## config.mk

```make
export PLATFORM = sky130hd
export DESIGN_NAME = alu_issue_flat
export DESIGN_NICKNAME = d
export VERILOG_FILES = /design/src/rtl/alu_pkg.sv /design/src/rtl/alu_issue_if.sv /design/src/rtl/alu_issue_dec.sv /design/src/rtl/alu_issue.sv /design/src/flat_wrapper.sv
export SDC_FILE = /design/constraint.sdc
export NUM_CORES = 1
export LEC_CHECK = 0
export ABC_AREA = 1
export BUFFER_PORTS_ARGS = -buffer_cell sky130_fd_sc_hd__buf_2
export CAP_MARGIN = 20
export CORE_MARGIN = 2
export CORE_UTILIZATION = 55
export CTS_BUF_LIST = sky130_fd_sc_hd__clkbuf_8 sky130_fd_sc_hd__clkbuf_16
export CTS_CLUSTER_SIZE = 25
export DETAILED_ROUTE_END_ITERATION = 10
export GPL_ROUTABILITY_DRIVEN = 0
export PLACE_DENSITY = 0.89
export REMOVE_ABC_BUFFERS = 1
export SYNTH_ARGS = -nofsm -noshare
export SYNTH_HDL_FRONTEND = slang
export SYNTH_SLANG_ARGS = --single-unit
export TNS_END_PERCENT = 100
```

## constraint.sdc

```tcl
create_clock -name clk -period 2.5 [get_ports clk]
set_input_delay 0.125 -clock clk [delete_from_list [all_inputs] [get_ports clk]]
set_output_delay 0.125 -clock clk [all_outputs]
set_load 0.01 [all_outputs]
```

## src/rtl/alu_pkg.sv

```systemverilog
// alu_pkg: shared definitions for the ALU issue stage and the ALU itself.
// Holds the ALU func codes, the RV32 opcode/funct fields of the supported
// subset, the decoded-op struct and the issue-stage state encoding.
package alu_pkg;

  localparam int ALU_XLEN = 32;

  localparam logic [3:0] ALU_ADD  = 4'b0000;
  localparam logic [3:0] ALU_SUB  = 4'b0001;
  localparam logic [3:0] ALU_AND  = 4'b0010;
  localparam logic [3:0] ALU_OR   = 4'b0011;
  localparam logic [3:0] ALU_XOR  = 4'b0100;
  localparam logic [3:0] ALU_ADDI = 4'b1011;
  localparam logic [3:0] ALU_ILL  = 4'b1111;

  localparam logic [6:0] OP_REG = 7'b0110011;
  localparam logic [6:0] OP_IMM = 7'b0010011;

  localparam logic [2:0] F3_ADD_SUB = 3'b000;
  localparam logic [2:0] F3_XOR     = 3'b100;
  localparam logic [2:0] F3_OR      = 3'b110;
  localparam logic [2:0] F3_AND     = 3'b111;

  localparam logic [6:0] F7_BASE = 7'b0000000;
  localparam logic [6:0] F7_ALT  = 7'b0100000;

  typedef struct packed {
    logic [3:0]          func;
    logic [4:0]          rs1;
    logic [4:0]          rs2;
    logic [4:0]          rd;
    logic [ALU_XLEN-1:0] imm;
    logic                use_imm;
    logic                we;
    logic                illegal;
  } alu_op_t;

  typedef enum logic [1:0] {
    ST_EMPTY = 2'd0,
    ST_ONE   = 2'd1,
    ST_FULL  = 2'd2
  } issue_state_t;

endpackage

```

## src/rtl/alu_issue_if.sv

```systemverilog
// alu_issue_if: instruction-in and decoded-op-out bundle of the issue stage.
// The issue stage takes the master modport (it drives in_ready and the op
// stream); the surrounding fetch/execute environment takes the slave modport.
interface alu_issue_if #(
  parameter int XLEN  = 32,
  parameter int CNT_W = 8
);
  logic             in_valid;
  logic             in_ready;
  logic [31:0]      in_instr;
  logic [XLEN-1:0]  in_pc;
  logic             out_valid;
  logic             out_ready;
  logic [3:0]       out_func;
  logic [4:0]       out_rs1;
  logic [4:0]       out_rs2;
  logic [4:0]       out_rd;
  logic [XLEN-1:0]  out_imm;
  logic             out_use_imm;
  logic             out_we;
  logic             out_illegal;
  logic [XLEN-1:0]  out_pc;
  logic [CNT_W-1:0] illegal_cnt;

  modport master (
    input  in_valid, in_instr, in_pc, out_ready,
    output in_ready, out_valid, out_func, out_rs1, out_rs2, out_rd,
           out_imm, out_use_imm, out_we, out_illegal, out_pc, illegal_cnt
  );

  modport slave (
    output in_valid, in_instr, in_pc, out_ready,
    input  in_ready, out_valid, out_func, out_rs1, out_rs2, out_rd,
           out_imm, out_use_imm, out_we, out_illegal, out_pc, illegal_cnt
  );
endinterface

```

## src/rtl/alu_issue_dec.sv

```systemverilog
// alu_issue_dec: purely combinational RV32 decoder for the supported ALU
// subset (ADD, SUB, AND, OR, XOR, ADDI). Everything else comes out flagged
// illegal with func ALU_ILL and no register write.
module alu_issue_dec
  import alu_pkg::*;
(
  input  logic [31:0] instr,
  output alu_op_t     op
);

  logic [6:0] opcode;
  logic [2:0] funct3;
  logic [6:0] funct7;

  assign opcode = instr[6:0];
  assign funct3 = instr[14:12];
  assign funct7 = instr[31:25];

  // Classify the instruction and build the decoded op; illegal is the default.
  always_comb begin
    op         = '0;
    op.rs1     = instr[19:15];
    op.rs2     = instr[24:20];
    op.rd      = instr[11:7];
    op.func    = ALU_ILL;
    op.illegal = 1'b1;
    case (opcode)
      OP_REG: begin
        if (funct7 == F7_BASE) begin
          case (funct3)
            F3_ADD_SUB: begin op.func = ALU_ADD; op.illegal = 1'b0; end
            F3_AND:     begin op.func = ALU_AND; op.illegal = 1'b0; end
            F3_OR:      begin op.func = ALU_OR;  op.illegal = 1'b0; end
            F3_XOR:     begin op.func = ALU_XOR; op.illegal = 1'b0; end
            default:    op.illegal = 1'b1;
          endcase
        end else if (funct7 == F7_ALT && funct3 == F3_ADD_SUB) begin
          op.func    = ALU_SUB;
          op.illegal = 1'b0;
        end
      end
      OP_IMM: begin
        if (funct3 == F3_ADD_SUB) begin
          op.func    = ALU_ADDI;
          op.illegal = 1'b0;
          op.use_imm = 1'b1;
          op.imm     = {{(ALU_XLEN-12){instr[31]}}, instr[31:20]};
        end
      end
      default: op.illegal = 1'b1;
    endcase
    op.we = ~op.illegal & (op.rd != 5'd0);
  end

endmodule

```

## src/rtl/alu_issue.sv

```systemverilog
// alu_issue: decode/issue stage feeding the ALU. Decodes each accepted
// instruction and queues it in a 2-entry skid buffer (main = output register,
// skid = second entry) so in_ready is registered and independent of out_ready.
// Optional macro ALU_ISSUE_ILLEGAL_CNT_EN builds the saturating illegal-
// instruction counter; without it illegal_cnt is tied to zero.
module alu_issue
  import alu_pkg::*;
#(
  parameter int CNT_W = 8,
  parameter int XLEN  = 32
) (
  input  logic       clk,
  input  logic       rst_n,
  alu_issue_if.master bus
);

  issue_state_t    state;
  alu_op_t         dec_op;
  alu_op_t         main_op;
  alu_op_t         skid_op;
  logic [XLEN-1:0] main_pc;
  logic [XLEN-1:0] skid_pc;
  logic            out_valid_q;
  logic            in_ready_q;
  logic            accept;
  logic            fire;

  alu_issue_dec u_dec (
    .instr (bus.in_instr),
    .op    (dec_op)
  );

  assign accept = bus.in_valid & in_ready_q;
  assign fire   = out_valid_q & bus.out_ready;

  assign bus.in_ready    = in_ready_q;
  assign bus.out_valid   = out_valid_q;
  assign bus.out_func    = main_op.func;
  assign bus.out_rs1     = main_op.rs1;
  assign bus.out_rs2     = main_op.rs2;
  assign bus.out_rd      = main_op.rd;
  assign bus.out_imm     = main_op.imm;
  assign bus.out_use_imm = main_op.use_imm;
  assign bus.out_we      = main_op.we;
  assign bus.out_illegal = main_op.illegal;
  assign bus.out_pc      = main_pc;

  // Skid-buffer FSM: tracks occupancy and moves ops strictly in FIFO order.
  always_ff @(posedge clk or negedge rst_n) begin
    if (!rst_n) begin
      state       <= ST_EMPTY;
      out_valid_q <= 1'b0;
      in_ready_q  <= 1'b0;
      main_op     <= '0;
      skid_op     <= '0;
      main_pc     <= '0;
      skid_pc     <= '0;
    end else begin
      case (state)
        ST_EMPTY: begin
          in_ready_q <= 1'b1;
          if (accept) begin
            main_op     <= dec_op;
            main_pc     <= bus.in_pc;
            out_valid_q <= 1'b1;
            state       <= ST_ONE;
          end
        end
        ST_ONE: begin
          if (accept && fire) begin
            main_op <= dec_op;
            main_pc <= bus.in_pc;
          end else if (accept) begin
            skid_op    <= dec_op;
            skid_pc    <= bus.in_pc;
            in_ready_q <= 1'b0;
            state      <= ST_FULL;
          end else if (fire) begin
            out_valid_q <= 1'b0;
            state       <= ST_EMPTY;
          end
        end
        ST_FULL: begin
          if (fire) begin
            main_op    <= skid_op;
            main_pc    <= skid_pc;
            in_ready_q <= 1'b1;
            state      <= ST_ONE;
          end
        end
        default: begin
          out_valid_q <= 1'b0;
          in_ready_q  <= 1'b1;
          state       <= ST_EMPTY;
        end
      endcase
    end
  end

`ifdef ALU_ISSUE_ILLEGAL_CNT_EN
  logic [CNT_W-1:0] illegal_cnt_q;

  // Count accepted illegal instructions, sticking at all-ones.
  always_ff @(posedge clk or negedge rst_n) begin
    if (!rst_n) begin
      illegal_cnt_q <= '0;
    end else if (accept && dec_op.illegal && (illegal_cnt_q != {CNT_W{1'b1}})) begin
      illegal_cnt_q <= illegal_cnt_q + 1'b1;
    end
  end

  assign bus.illegal_cnt = illegal_cnt_q;
`else
  assign bus.illegal_cnt = '0;
`endif

endmodule

```

## src/flat_wrapper.sv

```systemverilog
// flat-port wrapper written by rule: the top's interface ports become plain ports
module alu_issue_flat import alu_pkg::*;
#(
  parameter int CNT_W = 8,
  parameter int XLEN  = 32
)
  (clk, rst_n, bus_in_valid, bus_in_instr, bus_in_pc, bus_out_ready, bus_in_ready, bus_out_valid, bus_out_func, bus_out_rs1, bus_out_rs2, bus_out_rd, bus_out_imm, bus_out_use_imm, bus_out_we, bus_out_illegal, bus_out_pc, bus_illegal_cnt);
  alu_issue_if #(.XLEN(XLEN), .CNT_W(CNT_W)) bus_i ();
  input  logic clk;
  input  logic rst_n;
  input wire logic [$bits(bus_i.in_valid)-1:0] bus_in_valid;
  input wire logic [$bits(bus_i.in_instr)-1:0] bus_in_instr;
  input wire logic [$bits(bus_i.in_pc)-1:0] bus_in_pc;
  input wire logic [$bits(bus_i.out_ready)-1:0] bus_out_ready;
  output wire logic [$bits(bus_i.in_ready)-1:0] bus_in_ready;
  output wire logic [$bits(bus_i.out_valid)-1:0] bus_out_valid;
  output wire logic [$bits(bus_i.out_func)-1:0] bus_out_func;
  output wire logic [$bits(bus_i.out_rs1)-1:0] bus_out_rs1;
  output wire logic [$bits(bus_i.out_rs2)-1:0] bus_out_rs2;
  output wire logic [$bits(bus_i.out_rd)-1:0] bus_out_rd;
  output wire logic [$bits(bus_i.out_imm)-1:0] bus_out_imm;
  output wire logic [$bits(bus_i.out_use_imm)-1:0] bus_out_use_imm;
  output wire logic [$bits(bus_i.out_we)-1:0] bus_out_we;
  output wire logic [$bits(bus_i.out_illegal)-1:0] bus_out_illegal;
  output wire logic [$bits(bus_i.out_pc)-1:0] bus_out_pc;
  output wire logic [$bits(bus_i.illegal_cnt)-1:0] bus_illegal_cnt;
  assign bus_i.in_valid = bus_in_valid;
  assign bus_i.in_instr = bus_in_instr;
  assign bus_i.in_pc = bus_in_pc;
  assign bus_i.out_ready = bus_out_ready;
  assign bus_in_ready = bus_i.in_ready;
  assign bus_out_valid = bus_i.out_valid;
  assign bus_out_func = bus_i.out_func;
  assign bus_out_rs1 = bus_i.out_rs1;
  assign bus_out_rs2 = bus_i.out_rs2;
  assign bus_out_rd = bus_i.out_rd;
  assign bus_out_imm = bus_i.out_imm;
  assign bus_out_use_imm = bus_i.out_use_imm;
  assign bus_out_we = bus_i.out_we;
  assign bus_out_illegal = bus_i.out_illegal;
  assign bus_out_pc = bus_i.out_pc;
  assign bus_illegal_cnt = bus_i.illegal_cnt;
  alu_issue #(.CNT_W(CNT_W), .XLEN(XLEN)) u_core (.clk(clk), .rst_n(rst_n), .bus(bus_i));
endmodule
```

==> flow_summary.ini <==
[clock_network]
post_cts_buffers = 0
h-tree-depth = 4
cts_tree = built
clock-sinks = 136
cts.hold.buffers_added = 64
cts-buffers-inserted = 17
cts_root_buf = clkbuf_8
clock_path_buffers = 2
cts_resized = 0
cts.clk_slew.worst_paths_ps = 60
clock_latency_ps = 520

[logic_synthesis]
yosysWarnings = 0
yosysTopAreaCell = dfrtp_1
async_flop_share_pct = 100
netlist_top_cells_count = 293 x nand2_1, 136 x dfrtp_1, 72 x nor2_1
yosysTopAreaCellShare_pct = 55.6
synth_cell_types = 25
synth-seq-cells = 136
yosysMostFrequentCell = nand2_1
synth_flop_cell = dfrtp_1
ys_top_cells_by_area = dfrtp_1 56%, nand2_1 18%, a31oi_1 4.8%, nor2_1 4.4%, buf_4 3.9%
synth_edf_count = 0
syn_area_sq_um = 6120
seq_area_frac_synth_pct = 55.6
syn_area_per_cell_sq_um = 8.29
synthCells = 739

[sta]
skew_ps = 13.7
slew_viol_final = 0
setup_viol = 0
tns_ps = 0
tightestPinTransition_ps = 638
layout_setup_ws_ps = 190
rsz0062_at_grt = false
max-slew-margin-rel_pct = 57.5
max_freq_mhz = 433
fin_crit_sh_pct = 92.4
holdWs_ps = 54.5
hold_violations = 0
fin_crit_ps = 2310

[final_layout]
synthToLayoutAreaGrowth_pct = 32.4
final_nets = 995
nFillCells = 760
antenna_cells = 0
layout-drive-gt1-share_pct = 22.1
multi_input_area_sq_um = 2210
area.sequential_sq_um = 3400
finish.utilization_pct = 74.8

[drt]
first_pass_iters = 5
via_per_inst = 5.30
drt_iter0_markers = 515
drc = 0
routed_wl_microns = 16200
vias = 5720
wire_per_inst_microns = 15.0
drt.antenna.violating_nets = 0

[worst_setup_path]
required_ps = 2940
slowest_delay_ps = 600
r2r_cells = 5
rr_startpoint = u_core.state[1]$_DFFE_PN0P_
critical_path_buf_inv_count = 2
reg2reg_to = u_core.bus.out_imm[8]$_DFFE_PN0P_
endpoint = u_core.bus.out_imm[8]$_DFFE_PN0P_
end_kind = flip-flop
r2r_slack_ps = 190
cp_num_cells = 5
startpoint_type = flip-flop
crit_arrival_ps = 2750
setup.worst_path.start = u_core.state[1]$_DFFE_PN0P_
path_class = reg2reg
path_cells = nand2_2, buf_4, nand3_1, dlygate4sd3_1, a21oi_1
slowest_stage = dlygate4sd3_1
cp_top_family = buffers and inverters
cp_max_fo = 50

[outcome]
status = complete, no violations

[min_path]
holdCritPathClass = in2reg

[pwr]
total_power_mw = 10.1
max-vdd-ir-drop_uv = 622
p_per_area_nw_per_um2 = 1250
p_leak_nw = 4.11

[global_routing]
grt_pass1_vias = 5482
grt_max_degree = 60
gr-total-overflow = 0
antenna_found_initial = 0
grt_usage_pct = 28.0
grt_pass1_wl_microns = 25800

[die]
dieArea_sq_um = 12000
ios = 164
core_sq_um = 10800
die_w_microns = 110
start_util_pct = 56.5
rows = 38
fp.dieH_microns = 110

[job]
max_cap_viol_count = 0

[placed_design]
post-place-ws_ps = 547
detailedPlacementHpwl_microns = 9070
portBuffers = 155
## state kept, by name, summed over array words and instances, names as in the netlist
signal,cells
u_core.bus.out_rs1,5
u_core.bus.out_rs2,5
u_core.bus.out_pc,32
u_core.bus.out_use_imm,1
u_core.bus.out_func,4
u_core.skid_pc,32
u_core.bus.in_ready,1
u_core.bus.out_valid,1
u_core.state,2
u_core.bus.out_we,1
u_core.bus.out_illegal,1
u_core.bus.out_imm,12
u_core.skid_op,34
u_core.bus.out_rd,5
## layout by cell type (no fill, tap or decap)
master,Yosys,routed
a21oi_1,29,29
a221oi_1,1,1
a31oi_1,47,47
buf_12,0,4
buf_2,20,154
buf_4,32,7
buf_6,3,1
bufinv_16,0,5
clkbuf_16,0,16
clkbuf_8,0,2
clkinv_2,0,2
clkinv_4,0,3
clkinvlp_4,0,3
conb_1,1,8
dfrtp_1,136,136
dlygate4sd3_1,0,64
inv_1,24,24
inv_2,5,4
inv_6,0,2
nand2_1,293,293
nand2_2,1,1
nand2_4,1,1
nand3_1,24,24
nand4_1,2,2
nor2_1,72,72
nor2_4,1,1
nor3_1,1,1
nor3_4,1,1
o211ai_1,2,2
o21ai_0,22,22
o21ai_1,1,1
o21ai_2,1,1
o31ai_1,6,6
## layer usage
layer  vias up  GRT usage [%]  share of wire (%)
met2       246           48.5                 52
met1      2721           33.8                 39
li1       2719              -                  -
met3        34           6.76                6.6
met4         0           10.8                1.8
met5         -              0                  0
## cell families after synthesis
logic type | after synthesis | synth area share (%)
AOI/OAI and AO/OA | 109 | 10.3
buffers and inverters | 97 | 8.68
DFF | 136 | 55.6
other | 1 | 0.0612
and+or+nand+nor | 396 | 25.4
## power by group
part | leakage [nW] | switching (mW) | internal, mW
clock network | 0.308 | 0.969 | 1.76
registers | 1.63 | 0.569 | 3.17
logic | 2.17 | 2.25 | 1.39
total | 4.11 | 3.79 | 6.32
## through the flow
step / instance area, sq um / instances
floorplan: 5730 / 678
global placement: 6820 / 984
detailed placement: 6820 / 984
CTS: 8110 / 1080
global route: 8110 / 1080
finish: 8110 / 1080
## worst register-to-register path, stage by stage, from the launching register on
cell and delay (ps):
dfrtp_1 440, nand2_2 340, buf_4 560, nand3_1 160, dlygate4sd3_1 600, a21oi_1 140
## worst min path at each step
stage | to | cells past startpoint | start | slack (ps)
floorplan | u_core.bus.in_ready$_DFFE_PN0P_ | 0 | rst_n | -170
global route | u_core.skid_op[50]$_DFFE_PN0P_ | 5 | bus_in_instr[14] | 50
detailed placement | u_core.bus.out_pc[2]$_DFFE_PN0P_ | 1 | rst_n | 120
finish | u_core.skid_op[50]$_DFFE_PN0P_ | 5 | bus_in_instr[14] | 50
CTS | u_core.skid_op[50]$_DFFE_PN0P_ | 5 | bus_in_instr[14] | 40
global placement | u_core.bus.out_pc[2]$_DFFE_PN0P_ | 1 | rst_n | 120
## final cells by class
type,count,share of cell area (%)
multi-input cells,513,27.3
well taps,140,2.16
clock inverters,14,2.73
repair buffers,230,19.2
clock buffers,18,5.28
inverters,29,1.36
flip-flops and latches,136,42.0
Note: power is estimated with default switching activity, not from simulation.
